--- src/rtl/key_debounce_if.sv ---
// Key bundle between the raw push-buttons and the debounce stage.
// master drives the raw keys; slave (the debouncer) returns conditioned levels and strobes.
interface key_debounce_if #(
    parameter int unsigned N_KEYS = 4
);
    logic [N_KEYS-1:0] key_n;
    logic [N_KEYS-1:0] key_lvl_n;
    logic [N_KEYS-1:0] key_pulse_n;
    logic [N_KEYS-1:0] key_hold;

    modport master (
        output key_n,
        input  key_lvl_n,
        input  key_pulse_n,
        input  key_hold
    );

    modport slave (
        input  key_n,
        output key_lvl_n,
        output key_pulse_n,
        output key_hold
    );
endinterface

--- src/rtl/key_debounce.sv ---
// Push-button conditioner: 2-flop sync, per-key stability-counter debounce,
// one-cycle active-low press strobes and masked auto-repeat while held.
module key_debounce #(
    parameter int unsigned       N_KEYS       = 4,
    parameter int unsigned       DEB_CYCLES   = 20000,
    parameter int unsigned       REPEAT_DELAY = 500000,
    parameter int unsigned       REPEAT_RATE  = 100000,
    parameter logic [N_KEYS-1:0] REPEAT_MASK  = N_KEYS'(4'b0011)
) (
    input  logic               clk,
    input  logic               res,
    key_debounce_if.slave      keys
);
    localparam int unsigned DEB_W   = $clog2(DEB_CYCLES);
    localparam int unsigned RPT_MAX = (REPEAT_DELAY > REPEAT_RATE) ? REPEAT_DELAY : REPEAT_RATE;
    localparam int unsigned RPT_W   = $clog2(RPT_MAX);

    localparam logic [DEB_W-1:0] DEB_LAST   = DEB_W'(DEB_CYCLES - 1);
    localparam logic [RPT_W-1:0] DELAY_LAST = RPT_W'(REPEAT_DELAY - 1);
    localparam logic [RPT_W-1:0] RATE_LAST  = RPT_W'(REPEAT_RATE - 1);

    typedef enum logic [1:0] {
        ST_IDLE,
        ST_WAIT,
        ST_REPEAT
    } state_t;

    logic [N_KEYS-1:0] sync1_q;
    logic [N_KEYS-1:0] sync2_q;

    // Debounced level; key_lvl_n is its registered copy so level and strobe change together.
    logic [N_KEYS-1:0] lvl_q;
    logic [N_KEYS-1:0] lvl_d;
    logic [DEB_W-1:0]  deb_cnt_q [N_KEYS];
    logic [DEB_W-1:0]  deb_cnt_d [N_KEYS];

    state_t            state_q   [N_KEYS];
    state_t            state_d   [N_KEYS];
    logic [RPT_W-1:0]  rpt_cnt_q [N_KEYS];
    logic [RPT_W-1:0]  rpt_cnt_d [N_KEYS];
    logic [N_KEYS-1:0] pulse_d;
    logic [N_KEYS-1:0] hold_d;

    // State register; reset dominates every other event.
    always_ff @(posedge clk) begin
        if (res) begin
            sync1_q          <= '1;
            sync2_q          <= '1;
            lvl_q            <= '1;
            keys.key_lvl_n   <= '1;
            keys.key_pulse_n <= '1;
            keys.key_hold    <= '0;
            for (int i = 0; i < N_KEYS; i++) begin
                deb_cnt_q[i] <= '0;
                rpt_cnt_q[i] <= '0;
                state_q[i]   <= ST_IDLE;
            end
        end else begin
            sync1_q          <= keys.key_n;
            sync2_q          <= sync1_q;
            lvl_q            <= lvl_d;
            keys.key_lvl_n   <= lvl_q;
            keys.key_pulse_n <= pulse_d;
            keys.key_hold    <= hold_d;
            deb_cnt_q        <= deb_cnt_d;
            rpt_cnt_q        <= rpt_cnt_d;
            state_q          <= state_d;
        end
    end

    // Per-key debounce counter and press/repeat FSM next-state logic.
    always_comb begin
        lvl_d     = lvl_q;
        pulse_d   = '1;
        hold_d    = '0;
        deb_cnt_d = deb_cnt_q;
        rpt_cnt_d = rpt_cnt_q;
        state_d   = state_q;

        for (int i = 0; i < N_KEYS; i++) begin
            deb_cnt_d[i] = '0;
            if (sync2_q[i] != lvl_q[i]) begin
                if (deb_cnt_q[i] == DEB_LAST) begin
                    lvl_d[i] = sync2_q[i];
                end else begin
                    deb_cnt_d[i] = deb_cnt_q[i] + DEB_W'(1);
                end
            end

            case (state_q[i])
                ST_IDLE: begin
                    if (!lvl_q[i]) begin
                        pulse_d[i]   = 1'b0;
                        rpt_cnt_d[i] = '0;
                        state_d[i]   = ST_WAIT;
                    end
                end
                ST_WAIT: begin
                    if (lvl_q[i]) begin
                        state_d[i] = ST_IDLE;
                    end else if (REPEAT_MASK[i]) begin
                        if (rpt_cnt_q[i] == DELAY_LAST) begin
                            pulse_d[i]   = 1'b0;
                            hold_d[i]    = 1'b1;
                            rpt_cnt_d[i] = '0;
                            state_d[i]   = ST_REPEAT;
                        end else begin
                            rpt_cnt_d[i] = rpt_cnt_q[i] + RPT_W'(1);
                        end
                    end
                end
                ST_REPEAT: begin
                    // Release wins over a coinciding repeat instant.
                    if (lvl_q[i]) begin
                        state_d[i] = ST_IDLE;
                    end else begin
                        hold_d[i] = 1'b1;
                        if (rpt_cnt_q[i] == RATE_LAST) begin
                            pulse_d[i]   = 1'b0;
                            rpt_cnt_d[i] = '0;
                        end else begin
                            rpt_cnt_d[i] = rpt_cnt_q[i] + RPT_W'(1);
                        end
                    end
                end
                default: state_d[i] = ST_IDLE;
            endcase
        end
    end
endmodule
--- src/flat_wrapper.sv ---
// flat-port wrapper written by rule: the top's interface ports become plain ports
module key_debounce_flat 
#(
    parameter int unsigned       N_KEYS       = 4,
    parameter int unsigned       DEB_CYCLES   = 20000,
    parameter int unsigned       REPEAT_DELAY = 500000,
    parameter int unsigned       REPEAT_RATE  = 100000,
    parameter logic [N_KEYS-1:0] REPEAT_MASK  = N_KEYS'(4'b0011)
)
  (clk, res, keys_key_n, keys_key_lvl_n, keys_key_pulse_n, keys_key_hold);
  key_debounce_if #(.N_KEYS(N_KEYS)) keys_i ();
  input  logic clk;
  input  logic res;
  input wire logic [$bits(keys_i.key_n)-1:0] keys_key_n;
  output wire logic [$bits(keys_i.key_lvl_n)-1:0] keys_key_lvl_n;
  output wire logic [$bits(keys_i.key_pulse_n)-1:0] keys_key_pulse_n;
  output wire logic [$bits(keys_i.key_hold)-1:0] keys_key_hold;
  assign keys_i.key_n = keys_key_n;
  assign keys_key_lvl_n = keys_i.key_lvl_n;
  assign keys_key_pulse_n = keys_i.key_pulse_n;
  assign keys_key_hold = keys_i.key_hold;
  key_debounce #(.N_KEYS(N_KEYS), .DEB_CYCLES(DEB_CYCLES), .REPEAT_DELAY(REPEAT_DELAY), .REPEAT_RATE(REPEAT_RATE), .REPEAT_MASK(REPEAT_MASK)) u_core (.clk(clk), .res(res), .keys(keys_i));
endmodule
--- config.mk ---
export PLATFORM = sky130hd
export DESIGN_NAME = key_debounce_flat
export DESIGN_NICKNAME = d
export VERILOG_FILES = /design/src/rtl/key_debounce_if.sv /design/src/rtl/key_debounce.sv /design/src/flat_wrapper.sv
export SDC_FILE = /design/constraint.sdc
export NUM_CORES = 1
export LEC_CHECK = 0
export ABC_CLOCK_PERIOD_IN_PS = 6400
export CORE_ASPECT_RATIO = 1.25
export CORE_MARGIN = 2
export CORE_UTILIZATION = 35
export CTS_CLUSTER_DIAMETER = 50
export DETAILED_ROUTE_END_ITERATION = 10
export GPL_ROUTABILITY_DRIVEN = 0
export HOLD_SLACK_MARGIN = 0.03
export PLACE_DENSITY = 0.48
export SLEW_MARGIN = 20
export SYNTH_ARGS = -nofsm -noshare
export SYNTH_HDL_FRONTEND = slang
export SYNTH_SLANG_ARGS = --single-unit
export TNS_END_PERCENT = 100
--- constraint.sdc ---
create_clock -name clk -period 6.4 [get_ports clk]
set_input_delay 1.28 -clock clk [delete_from_list [all_inputs] [get_ports clk]]
set_output_delay 1.28 -clock clk [all_outputs]
set_load 0.005 [all_outputs]
# Word-level counts from Yosys, hierarchy flattened
# Index checks and enable logic that the tools add are counted.
# op_classes
add_sub_neg,8
eq_ne,38
mux,66
bitwise,6
reduce_logical,28
# op_table
cell,n
2-to-1 mux 19 bit,16
case mux 19 bit (3 select lines),2
"adder 19 x 1 -> 19 bit, second input constant",4
"equality test 19 x 17 -> 1 bit, second input constant",4
case mux 19 bit (2 select lines),2
"adder 15 x 1 -> 15 bit, second input constant",4
"equality test 15 bit, second input constant",4
"equality test 19 bit, second input constant",2
2-to-1 mux 1 bit,24
2-to-1 mux 2 bit,12
"!= test 2 bit, second input constant",10
case mux 2 bit (3 select lines),2
AND reduction 2 bit,6
AND reduction 3 bit,4
OR reduction 3 bit,4
"equality test 2 x 1 -> 1 bit, second input constant",4
"equality test 2 bit, second input constant",4
logical NOT 2 bit,4
"!= test 2 x 1 -> 1 bit, second input constant",4
case mux 1 bit (2 select lines),4
case mux 2 bit (2 select lines),2
AND reduction 4 bit,2
OR reduction 2 bit,4
"!= test 3 x 1 -> 1 bit, second input constant",2
5 further kinds,16
# word_totals
register_bits,168
inputBits,6

# Longest topological paths before layout
# Gate-level depths: netlist (run 1).
# depth
depth_word,4
depth_mapped,9

# Least setup slack after synthesis (run 1)
# Ideal clock, no wire load.
# synth_timing
kind,input to register
from,input port res
to,register u_core.rpt_cnt_q[74] in the netlist's numbering
setup_ns,0.101
arrival_time_ns,2.332
required_time_ns,6.299
setup_slack_ns,3.967
path_stages,4
path_cell_list,o32a_2 or3_1 clkbuf_1 o41ai_1
# synth_lines
item,line_no,source
start: declaration,flat_wrapper.sv:13,input logic res;
end signal: assignment,key_debounce.sv:66,rpt_cnt_q <= rpt_cnt_d;
end: declaration,key_debounce.sv:39,logic [RPT_W-1:0] rpt_cnt_q [N_KEYS];

# Worst setup path after layout (run 1)
# layout_timing
from,register u_core.rpt_cnt_q[43] in the netlist's numbering
to,register u_core.rpt_cnt_q[42] in the netlist's numbering
# layout_via
elab_chain_cells,4
word_cells_on_any_way,7
classes_between,eq/ne: 2; mux: 5
# layout_lines
item,line_no,source
equality test 19 x 17 -> 1 bit / equality test 19 bit (equally long branches),"key_debounce.sv:118, key_debounce.sv:102",
2-to-1 mux 19 bit (on tied branches),"key_debounce.sv:118, key_debounce.sv:102",
2-to-1 mux 19 bit (on tied branches),"key_debounce.sv:114, key_debounce.sv:99",
case mux 19 bit (3 select lines) (*),key_debounce.sv:90,case (state_q[i])
# Every way passes the cells marked *; elsewhere a longest branch is shown, timed or not. The select of a mux whose other input is x is not followed.
# A chain may end at the register's enable or synchronous reset.

==> results of run 1 <==
report_power, final:
| group | internal (mW) | switching [mW] |
|---|---|---|
| Sequential | 0.788 | 0.00152 |
| Clock | 0.660 | 0.333 |
| Combinational | 0.00710 | 0.0123 |
| Total | 1.46 | 0.347 |
cells in the final DEF (no fill, tap or decap), drive strengths merged, types with 14 or more instances in the layout:
cell type | synthesis | routed
dfxtp | 126 | 126
nor2 | 110 | 110
xor2 | 52 | 52
nand2 | 44 | 44
nand3 | 36 | 36
xnor2 | 26 | 26
inv | 25 | 25
clkbuf | 14 | 25
nand4 | 24 | 24
nor3 | 16 | 16
clkdlybuf4s50 | 0 | 15
ha | 14 | 14
and3 | 14 | 14
metal layers:
| metal | track usage | wire [µm] | vias to the layer above |
|---|---|---|---|
| met4 | 0.0619 | 169 | 0 |
| met2 | 0.223 | 5050 | 44 |
| li1 | - | - | 2183 |
| met1 | 0.165 | 5250 | 1958 |
| met5 | 0 | 0 | - |
| met3 | 0.0421 | 275 | 15 |
cells by family (layout without fill, tap and decap cells):
family | count (synthesis) | count (layout) | synth area share
AND/OR/NAND/NOR | 308 | 308 | 0.279
AO/OA/AOI/OAI | 55 | 55 | 0.0678
XOR/XNOR | 78 | 78 | 0.123
adder cells (fa/ha/maj) | 14 | 14 | 0.0316
flip-flops | 126 | 126 | 0.454
buffers and inverters | 43 | 72 | 0.0363
other | 1 | 2 | 0.000675
multiplexers | 4 | 4 | 0.00721
registers in the layout, indices dropped and copies added (netlist names):
signal	count
u_core.deb_cnt_q	60
u_core.rpt_cnt_q	38
u_core.state_q	6
u_core.keys.key_lvl_n	4
u_core.keys.key_pulse_n	4
u_core.lvl_q	4
u_core.sync1_q	4
u_core.sync2_q	4
u_core.keys.key_hold	2
cell type report:
cell class	count	area, µm²
Tap cell	212	265
Sequential cell	126	2520
Clock inverter	6	105
Inverter	25	93.8
Multi-Input combinational cell	461	2830
Clock buffer	25	505
Timing Repair Buffer	16	158
Fill cell	1608	9090
per-stage QoR:
stage / instances / cell area (µm²) / power, mW / worst slack [ns]
after floorplan: 630 / 5560 / 0.821 / 3.97
after global placement: 840 / 5870 / 0.826 / 3.00
after detailed placement: 840 / 5870 / 0.826 / 2.94
after CTS: 871 / 6480 / 1.83 / 3.27
after global routing: 871 / 6480 / 1.87 / 2.91
final: 871 / 6480 / 1.80 / 3.34
worst paths after layout:
kind / endpoint / slack, ns / from
setup / recovery: u_core.rpt_cnt_q[42]$_SDFFE_PP0P_ / 3.34 / u_core.rpt_cnt_q[43]$_SDFFE_PP0P_
hold / removal: u_core.sync2_q[2]$_SDFF_PP1_ / 0.41 / u_core.sync1_q[2]$_SDFF_PP1_
setup reg to reg: u_core.rpt_cnt_q[42]$_SDFFE_PP0P_ / 3.34 / u_core.rpt_cnt_q[43]$_SDFFE_PP0P_
hold reg to reg: u_core.sync2_q[2]$_SDFF_PP1_ / 0.41 / u_core.sync1_q[2]$_SDFF_PP1_
worst max-delay path, delay by kind of cell, from the launching register on:
family / cells / cell delay (ns)
AND/OR/NAND/NOR: 4 / 1.59
flip-flops: 1 / 0.33
AO/OA/AOI/OAI: 2 / 0.99
synthesized netlist by cell type (5+ instances only):
cell type  instances
a21oi_1           12
or3_1             12
or2_2             11
inv_1             25
xor2_1            52
dfxtp_1          126
nand3_1           36
and3_1            13
nor4_1             7
clkbuf_1          11
nor3_1            15
ha_1              14
xnor2_1           26
o21ai_0           12
nor2_1           110
o31ai_1            5
nand4_1           24
nand2_1           44
nor2b_1            7
==> reports/metrics.yaml, run 1 <==
layout:
  final_core_util: 0.416
  n_antenna_cell: 0
  fin_nets: 667
  area_delta_synth_final_pct: 16.7
  layout-drive-gt1-share: 0.0713
global_routing:
  grt_usage: 0.137
  grt_pass1_vias: 4040
  grt_pass1_wl_mm: 18.3
  grt_start_max_net_pins: 40
  grt_remaining_overflow: 0
  antenna_found_initial: 0
sta:
  tightest_slew_ns: 0.878
  final.setup.tns_ns: 0
  finalHoldViolCount: 0
  finClkSkew_ns: 0.00288
  setup_viol: 0
  fmax_ghz: 0.327
  min_period_over_period: 0.478
  drv_slew: 0
  whs_ns: 0.406
  rsz0062_at_grt: "false"
  finalCriticalPeriod_ns: 3.06
  slew_headroom: 0.415
clocking:
  clk_pin_slew_worst_paths_ns: 0.05
  cts_buffer_depth: 2
  clk_latency_ns: 0.41
  cts-htree-levels: 4
  cts_root_buf: "clkbuf_16"
  cts_tree: "yes"
  hold_buffers: 0
  post_cts_resized: 0
  post_cts_buffers: 0
  numClockSinks: 126
  cts_buffers: 17
worst_setup_path:
  rr_worst_depth: 6
  path_class: "reg -> reg"
  start_kind: "flop"
  cp-end-kind: "flop"
  cp_max_fo: 11
  slowest_delay_ns: 0.69
  worstPathCellList: "or4b_2 > nor4_1 > a21boi_0 > or2_1 > a21oi_1 > nor2_1"
  slowest_stage: "a21oi_1"
  arrival_ns: 3.32
  required_ns: 6.66
floorplan:
  die_w_um: 117
  start_util: 0.357
  rows: 51
  core_um2: 15600
  die_h_um: 145
  ioPinCount: 18
  dieArea_um2: 16900
synth:
  synth_area_per_cell_um2: 8.83
  yosysSeqAreaShare: 0.454
  yosys.area.top_type_share: 0.454
  syn_area_um2: 5550
  ys.warnings.count: 0
  synth_async_sr_flop_share: 0
  ys_types: 55
  synthTopCellsByArea: "dfxtp_1 45%, xor2_1 8.2%, nor2_1 7.4%"
  ys_ff_latch: 126
  synth_flop_cell: "dfxtp_1"
  yosys.area.top_type: "dfxtp_1"
  synthCells: 629
  synth_edf_count: 0
power_and_ir_drop:
  p_leak_nw: 2.27
  peakVddDrop_mv: 0.163
  powerDensity_nw_per_um2: 278
placement:
  portBuffers: 15
  dpl.hpwl_mm: 7.51
drt:
  wirelength_mm: 10.7
  first_pass_iters: 6
  ant_nets: 0
  drt-initial-drc-count: 183
  vias: 4200
  avgViaCountPerCell: 4.82
  wl_per_cell_um: 12.3
  drc: 0
outcome:
  status: "finished clean"
min_path:
  hp-class: "reg -> reg"
  holdPathStages: 1
flow_run:
  maxCapViolCount: 0
No activity file was read; power rests on OpenSTA's default activity.
==> inputs of run 2 (changes only) <==
Settings changed: ABC_CLOCK_PERIOD_IN_PS 6400 to 2900.
Clock period 6.4 ns to 2.9 ns, I/O delays scaled along.
==> reports/metrics.yaml, run 2 (synthesized netlist as in run 1, its figures left out) <==
clocking:
  clk_latency_ns: 0.41  # about the same
  post_cts_buffers: 0  # unchanged
  hold_buffers: 0  # unchanged
  cts_buffers: 17  # unchanged
  clk_pin_slew_worst_paths_ns: 0.05  # about the same
  cts-htree-levels: 4  # unchanged
  cts_root_buf: "clkbuf_16"
  numClockSinks: 126  # unchanged
  cts_buffer_depth: 2  # unchanged
  post_cts_resized: 0  # unchanged
  cts_tree: "yes"
worst_setup_path:
  path_class: "reg -> reg"
  arrival_ns: 2.97  # -0.35 ns
  required_ns: 3.21  # -3.45 ns
  cp-end-kind: "flop"
  cp-startpoint: "u_core.rpt_cnt_q[43]$_SDFFE_PP0P_"
  start_kind: "flop"
  r2r_start: "u_core.rpt_cnt_q[43]$_SDFFE_PP0P_"
  cp_max_fo: 7  # -4
min_path:
  hp-class: "reg -> reg"
  holdCritStartpoint: "u_core.state_q[0]$_SDFFE_PP0P_"
flow_run:
  maxCapViolCount: 0  # unchanged
sta:
  finalCriticalPeriod_ns: 2.66  # -0.404 ns
  setup_viol: 0  # unchanged
  finalHoldViolCount: 0  # unchanged
  finClkSkew_ns: 0.00528  # +0.00239 ns
  final.setup.tns_ns: 0  # unchanged
  rsz0062_at_grt: "false"
  slew_headroom: 0.523  # +0.108
  tightest_slew_ns: 0.711  # -0.167 ns
  drv_slew: 0  # unchanged
  whs_ns: 0.413  # +0.00698 ns
  fmax_ghz: 0.377  # +15%
  min_period_over_period: 0.916  # +0.438
layout:
  final_common_cell: "dfxtp_1"
  n_antenna_cell: 0  # unchanged
  nFillCells: 1591  # -1.1%
  fin_nets: 671  # +0.60%
  area_delta_synth_final_pct: 16.5
  largest_registers: "u_core.deb_cnt_q (60), u_core.rpt_cnt_q (38), u_core.state_q (6)"
  layout-drive-gt1-share: 0.0785  # +0.00723
  instances_no_fill: 874  # +0.34%
  layout_common_cells: "126 x dfxtp_1, 110 x nor2_1, 52 x xor2_1"
  largest_reg_flops: 60  # unchanged
  regMostFlops: "u_core.deb_cnt_q"
floorplan:
  ioPinCount: 18  # unchanged
  rows: 51  # unchanged
  die_w_um: 117  # unchanged
  start_util: 0.357  # unchanged
  dieArea_um2: 16900  # unchanged
  core_um2: 15600  # unchanged
  die_h_um: 145  # unchanged
drt:
  avgViaCountPerCell: 4.83  # +0.25%
  wirelength_mm: 10.6  # -1.4%
  wl_per_cell_um: 12.1  # -1.7%
  first_pass_iters: 5  # -1
  drt-initial-drc-count: 269  # +47%
  ant_nets: 0  # unchanged
  drc: 0  # unchanged
  vias: 4225  # +0.60%
placement:
  place_inst: 844  # +0.48%
  dpl.hpwl_mm: 7.35  # -2.1%
  portBuffers: 15  # unchanged
outcome:
  status: "finished clean"
power_and_ir_drop:
  peakVddDrop_mv: 0.407  # +150%
  power.total_mw: 3.82  # +110%
  powerDensity_nw_per_um2: 591  # +110%
  p_leak_nw: 2.27  # about the same
global_routing:
  grt_pass1_vias: 4235  # +4.8%
  grt_remaining_overflow: 0  # unchanged
  antenna_found_initial: 0  # unchanged
  grt_usage: 0.139  # +0.00208
  grt_pass1_wl_mm: 18.7  # +2.2%
  grt_start_max_net_pins: 21  # -48%
run 2: changes by cell type in the layout (fill, tap and decap cells not counted):
cell / delta
buf_4: +4
bufinv_16: -2
clkbuf_1: -2
clkbuf_8: +1
clkinv_2: +1
clkinvlp_4: +1
run 2: power breakdown:
part           switching [mW]  internal (mW)
Combinational          0.0280         0.0183
Clock                   0.734           1.30
Sequential            0.00378           1.74
Total                   0.765           3.06
run 2: cell type report:
class | count | area [µm²] | share of cell area
multi-input cells | 461 | 2830 | 0.438
well taps | 212 | 265 | 0.0410
clock inverters | 6 | 57.6 | 0.00890
repair buffers | 20 | 188 | 0.0290
clock buffers | 24 | 512 | 0.0791
flip-flops and latches | 126 | 2520 | 0.390
inverters | 25 | 93.8 | 0.0145
run 2: routing by layer:
| layer | track usage | vias up | wire, µm |
|---|---|---|---|
| li1 | - | 2193 | - |
| met1 | 0.156 | 1980 | 4940 |
| met2 | 0.235 | 36 | 5180 |
| met3 | 0.0466 | 16 | 298 |
| met4 | 0.0663 | 0 | 172 |
| met5 | 0 | - | 0 |
run 2: worst max-delay path, cell delays in order, from the launching register on:
cell and delay [ns]:
dfxtp_1 0.34, or4b_2 0.66, nor4_1 0.40, a21boi_0 0.28, o211ai_1 0.52, o22ai_1 0.16, a21o_1 0.20
run 2: worst paths after layout:
path	to	slack (ns)	depth (start not counted)
worst min-delay path	u_core.keys.key_pulse_n[3]$_SDFF_PP1_	0.41	1
worst max-delay path	u_core.rpt_cnt_q[56]$_SDFFE_PP0P_	0.24	6
worst max register to register	u_core.rpt_cnt_q[56]$_SDFFE_PP0P_	0.24	6
worst min register to register	u_core.keys.key_pulse_n[3]$_SDFF_PP1_	0.41	1
run 2: per-stage QoR:
stage / area (µm²) / worst slack [ns] / utilization
global route: 6470 / 0.0294 / 0.416
finish: 6470 / 0.244 / 0.416
CTS: 6470 / 0.278 / 0.416
detailed placement: 5900 / 0.289 / 0.379
floorplan: 5560 / 0.542 / -
global placement: 5900 / 0.357 / 0.379
